File: config.mk
export PLATFORM = sky130hd
export DESIGN_NAME = x_ramb_sp_param_int
export DESIGN_NICKNAME = d
export VERILOG_FILES = /design/src/rtl/x_ramb_pkg.sv /design/src/rtl/x_ramb_out_stage.sv /design/src/rtl/x_ramb_sp_param_int.sv
export SDC_FILE = /design/constraint.sdc
export NUM_CORES = 2
export LEC_CHECK = 0
export ABC_AREA = 0
export CAP_MARGIN = 20
export CORE_ASPECT_RATIO = 1.75
export CORE_MARGIN = 2
export CORE_UTILIZATION = 45
export DETAILED_ROUTE_END_ITERATION = 7
export PLACE_DENSITY = 0.63
export SLEW_MARGIN = 5
export SYNTH_ARGS = -nofsm -noshare
export SYNTH_HDL_FRONTEND = slang
export SYNTH_SLANG_ARGS = --single-unit
export TNS_END_PERCENT = 50
File: constraint.sdc
create_clock -name CLK -period 23.8 [get_ports CLK]
set_clock_uncertainty 0.1 [all_clocks]
set_input_delay 7.14 -clock CLK [delete_from_list [all_inputs] [get_ports CLK]]
set_output_delay 7.14 -clock CLK [all_outputs]
set_load 0.05 [all_outputs]
File: src/rtl/x_ramb_pkg.sv
// Shared definitions for the parametrised single-port block-RAM model.
package x_ramb_pkg;

  typedef enum int unsigned {
    WM_WRITE_FIRST = 0,
    WM_READ_FIRST  = 1,
    WM_NO_CHANGE   = 2
  } write_mode_e;

  function automatic int unsigned lane_count(input int unsigned data_width,
                                             input int unsigned lane_width);
    return data_width / lane_width;
  endfunction

endpackage

File: src/rtl/x_ramb_out_stage.sv
// Optional output register stage with clock enable, sync set/reset and valid pipe.
module x_ramb_out_stage
  import x_ramb_pkg::*;
#(
  parameter int unsigned           DATA_WIDTH = 8,
  parameter logic [DATA_WIDTH-1:0] SRVAL      = '0
) (
  input  logic                  i_clk,
  input  logic                  i_rst_n,
  input  logic                  i_regce,
  input  logic                  i_ssr,
  input  logic [DATA_WIDTH-1:0] i_data,
  input  logic                  i_valid,
  output logic [DATA_WIDTH-1:0] o_data,
  output logic                  o_valid
);

  logic [DATA_WIDTH-1:0] r_data;
  logic                  r_valid;

  // Output register: loads the latch (or SRVAL under SSR) when REGCE is high.
  always_ff @(posedge i_clk or negedge i_rst_n) begin
    if (!i_rst_n) begin
      r_data  <= SRVAL;
      r_valid <= 1'b0;
    end else if (i_regce) begin
      if (i_ssr) begin
        r_data  <= SRVAL;
        r_valid <= 1'b0;
      end else begin
        r_data  <= i_data;
        r_valid <= i_valid;
      end
    end
  end

  assign o_data  = r_data;
  assign o_valid = r_valid;

endmodule

File: src/rtl/x_ramb_sp_param_int.sv
// Parametrised single-port block RAM: byte-lane writes, selectable write mode,
// optional output register.
module x_ramb_sp_param_int
  import x_ramb_pkg::*;
#(
  parameter int unsigned           DATA_WIDTH = 8,
  parameter int unsigned           LANE_WIDTH = 8,
  parameter int unsigned           ADDR_WIDTH = 9,
  parameter int unsigned           WRITE_MODE = 0,
  parameter int unsigned           DO_REG     = 0,
  parameter logic [DATA_WIDTH-1:0] SRVAL      = '0,
  parameter logic [DATA_WIDTH-1:0] INIT_WORD  = '0
) (
  input  logic                                            CLK,
  input  logic                                            RST_N,
  input  logic                                            EN,
  input  logic                                            SSR,
  input  logic [lane_count(DATA_WIDTH, LANE_WIDTH)-1:0]   WE,
  input  logic [ADDR_WIDTH-1:0]                           ADDR,
  input  logic [DATA_WIDTH-1:0]                           DI,
  input  logic                                            REGCE,
  output logic [DATA_WIDTH-1:0]                           DO,
  output logic                                            DO_VALID
);

  localparam int unsigned LANES = lane_count(DATA_WIDTH, LANE_WIDTH);
  localparam int unsigned DEPTH = 2 ** ADDR_WIDTH;

  logic [DATA_WIDTH-1:0] r_mem [DEPTH] = '{default: INIT_WORD};

  logic [DATA_WIDTH-1:0] w_old;
  logic [DATA_WIDTH-1:0] w_merged;
  logic                  w_any_we;
  logic [DATA_WIDTH-1:0] r_latch;
  logic                  r_lvalid;
  logic [DATA_WIDTH-1:0] w_do;
  logic                  w_do_valid;

  assign w_old    = r_mem[ADDR];
  assign w_any_we = |WE;

  // Word as it will look after this edge's lane writes.
  always_comb begin
    w_merged = w_old;
    for (int unsigned i = 0; i < LANES; i++) begin
      if (WE[i]) begin
        w_merged[i*LANE_WIDTH +: LANE_WIDTH] = DI[i*LANE_WIDTH +: LANE_WIDTH];
      end
    end
  end

  // Storage update; whole merged word written, which equals per-lane writes.
  always_ff @(posedge CLK) begin
    if (RST_N && EN && w_any_we) begin
      r_mem[ADDR] <= w_merged;
    end
  end

  // Read latch and its valid flag.
  always_ff @(posedge CLK or negedge RST_N) begin
    if (!RST_N) begin
      r_latch  <= SRVAL;
      r_lvalid <= 1'b0;
    end else if (EN) begin
      if (SSR && (DO_REG == 0)) begin
        r_latch <= SRVAL;
      end else if (w_any_we) begin
        if (WRITE_MODE == WM_WRITE_FIRST) begin
          r_latch <= w_merged;
        end else if (WRITE_MODE == WM_READ_FIRST) begin
          r_latch <= w_old;
        end
      end else begin
        r_latch <= w_old;
      end

      if (SSR) begin
        r_lvalid <= 1'b0;
      end else if (!((WRITE_MODE == WM_NO_CHANGE) && w_any_we)) begin
        r_lvalid <= 1'b1;
      end
    end
  end

  if (DO_REG != 0) begin : g_do_reg
    x_ramb_out_stage #(
      .DATA_WIDTH (DATA_WIDTH),
      .SRVAL      (SRVAL)
    ) u_out_stage (
      .i_clk   (CLK),
      .i_rst_n (RST_N),
      .i_regce (REGCE),
      .i_ssr   (SSR),
      .i_data  (r_latch),
      .i_valid (r_lvalid),
      .o_data  (w_do),
      .o_valid (w_do_valid)
    );
  end else begin : g_no_reg
    logic w_unused_regce;
    assign w_unused_regce = REGCE;
    assign w_do           = r_latch;
    assign w_do_valid     = r_lvalid;
  end

  assign DO       = w_do;
  assign DO_VALID = w_do_valid;

endmodule

==> flow_summary.yaml <==
clock_tree:
  cts_tree: "yes"
  cts_num_sinks: 4105
  root_buffer: "clkbuf_16"
  clk_pin_slew_ns: 0.07
  cts_inserted_buffers: 346
  cts_hold_buf: 0
  postCtsSetupBuffers: 0
  clk_latency_ns: 0.99
  clockBufferDepth: 4
  ctsResizeCount: 0
  htree_levels: 5
power:
  p_per_area_mw_per_mm2: 82.46
  leakage_uw: 0.05484
  totalPowerFinal_uw: 14600
  irDropWorstVdd_mv: 0.06157
routing:
  dr.pass1.iters: 8
  drtIter0Drc: 12449
  ant_nets: 0
  drc: 0
  viasPerCell: 6.527
  routed_wl_microns: 519100
  post_drt_wl_per_cell_microns: 40.60
  vias: 83465
final_layout:
  regArea_sq_mm: 0.1232
  final_common_cell: "edfxtp_1"
  final_layout_size_suffix_gt1_share_pct: 22.08
  multi_input_area_sq_mm: 0.03425
  finalNetCount: 7846
  final_cell_mix: "edfxtp_1, mux4_2, nor2_1, clkbuf_16, mux2i_1"
  syn_to_final_growth_pct: 10.88
  stdcell_count: 12787
  fill_cells: 27930
worst_hold_path:
  hold_path_class: "reg2reg"
  hold_start: "DO_VALID"
global_route:
  met3_usage_pct: 6.511
  grt-ovfl-total: 0
  grtUsageMet1_pct: 32.04
  grt_max_degree: 202
  met2_usage_pct: 45.84
  grtUsageTotal_pct: 28.80
  top_usage_layer: "met2"
  antenna_found_initial: 49
  grt_pass1_wl_microns: 704000
  grt_pass1_vias: 82827
sta:
  fin_crit_sh_pct: 61.17
  setup_violations: 0
  hold_violations: 0
  rsz0062_at_grt: "false"
  relSlewSlack_pct: 14.45
  fin_crit_ns: 14.56
  fmax_ghz: 0.06869
  tightest_slew_ns: 1.283
  fin_setup_tns_ns: 0
  final_max_slew_viol_count: 0
worst_setup_path:
  crit_type: "in2reg"
  worstPathRequired_ns: 24.33
  cp_max_fo: 176
  path_cells: "buf_16 > buf_12 > buf_4 > buf_4 > mux4_2 > nand3_1 > nand4_1 > or4_1 > or4_1 > or4_1 > and2_4 > buf_12 > buf_4 > buf_16"
  startpoint: "ADDR[0]"
  cp-start-kind: "primary input"
  cpLargestDelayFamily: "buffers and inverters"
  crit_slowest_cell: "or4_1"
  critPathBufInv: 7
  critPathCaptureType: "flip-flop"
  arrival_ns: 15.09
  r2r-start: "r_mem[23][0]"
  slowest_delay_ns: 0.72
yosys:
  yosysWarnings: 0
  yosys.area.top_type: "edfxtp_1"
  synthFlopType: "edfxtp_1"
  ys_seq_area_share_pct: 77.18
  ys_ff_latch: 4105
  synth.distinct_cells: 76
  synthesis.nets: 7668
  synthesis.area_sq_mm: 0.1597
  netlist_top_cells_area: "edfxtp_1, mux4_2, mux2i_1"
  synthCells: 7645
  async_flop_share_pct: 0.2192
  avgSynthCellArea_sq_um: 20.88
  synth_edf_count: 4096
  synth_top_area_share_pct: 77.04
die:
  io_pins: 32
  fp.dieH_microns: 792.0
  core_area_sq_mm: 0.3536
  dieArea_sq_mm: 0.3598
  die_w_microns: 454.3
  num_rows: 289
  initial_core_util_pct: 45.15
place:
  hpwl_microns: 332900
  place.gp.congestion: 0.9886
  io_buffer_count: 30
  placed_cells: 12114
outcome:
  status: "finished clean"
run:
  max-cap-violations: 0
==> cells by family after synthesis <==
kind of cell    share of synthesized area, %
mux                                    15.06
compound gates                         2.691
simple gates                           3.453
flops                                  77.18
buf+inv                                1.621
==> metal layers <==
layer / vias up / part of all wire (%) / routed length (microns)
met1: 44187 / 31 / 163300
met2: 5557 / 48 / 250900
met4: 20 / 11 / 57070
met5: - / 0.032 / 167
li1: 32222 / - / -
met3: 1479 / 9.2 / 47730
==> power breakdown <==
group / switching, uW / internal [uW] / total (uW) / leakage (uW)
registers: 1.34 / 8080 / 8080 / 0.0375
clock network: 2610 / 3000 / 5610 / 0.00524
logic: 672 / 233 / 906 / 0.0121
total: 3280 / 11300 / 14600 / 0.0548
==> cell usage after synthesis (all sizes together), types with 26 or more instances <==
cell type	count
nand2	219
a2111oi	32
mux2i	263
nor3	42
nand3	96
buf	242
o21ai	61
a22oi	125
a221oi	26
a32oi	32
nand4	71
edfxtp	4096
o22ai	67
and3	35
clkbuf	242
nor2	622
mux2	26
a21oi	73
a31oi	38
mux4	935
==> metrics by stage <==
stage / hold WS [ns] / utilization (%) / setup slack, ns / instance area (sq um)
floorplan: 0.6651 / - / 0.09387 / 159700
global placement: 0.3610 / 46.89 / 8.375 / 165800
detailed placement: 0.3693 / 46.89 / 8.058 / 165800
CTS: 0.3850 / 49.92 / 9.035 / 176600
global route: 0.4102 / 50.03 / 8.826 / 176900
finish: 0.3781 / 50.06 / 9.241 / 177000
==> sequential cells by signal, indices dropped and copies added (netlist names) <==
signal / cells
DO_VALID: 1
DO: 8
r_mem: 4096
==> final timing paths <==
kind	endpoint	slack, ns	depth (start not counted)
hold reg to reg	DO_VALID	0.38	1
min in group asynchronous	DO[7]	6.38	1
setup / recovery	r_mem[352][6]	9.24	14
hold / removal	DO_VALID	0.38	1
max in group asynchronous	DO[3]	16.89	1
setup reg to reg	r_mem[150][0]	17.42	10
==> cell type report <==
| type | instances | area share (%) |
|---|---|---|
| clock buffer | 420 | 5.168 |
| timing repair buffer | 314 | 1.610 |
| clock inverter | 188 | 0.8912 |
| tap | 4656 | 3.291 |
| inverter | 7 | 0.02050 |
| antenna | 48 | 0.06785 |
| multi-input combinational | 3049 | 19.35 |
| sequential | 4105 | 69.61 |
(Power assumes the default switching activity.)
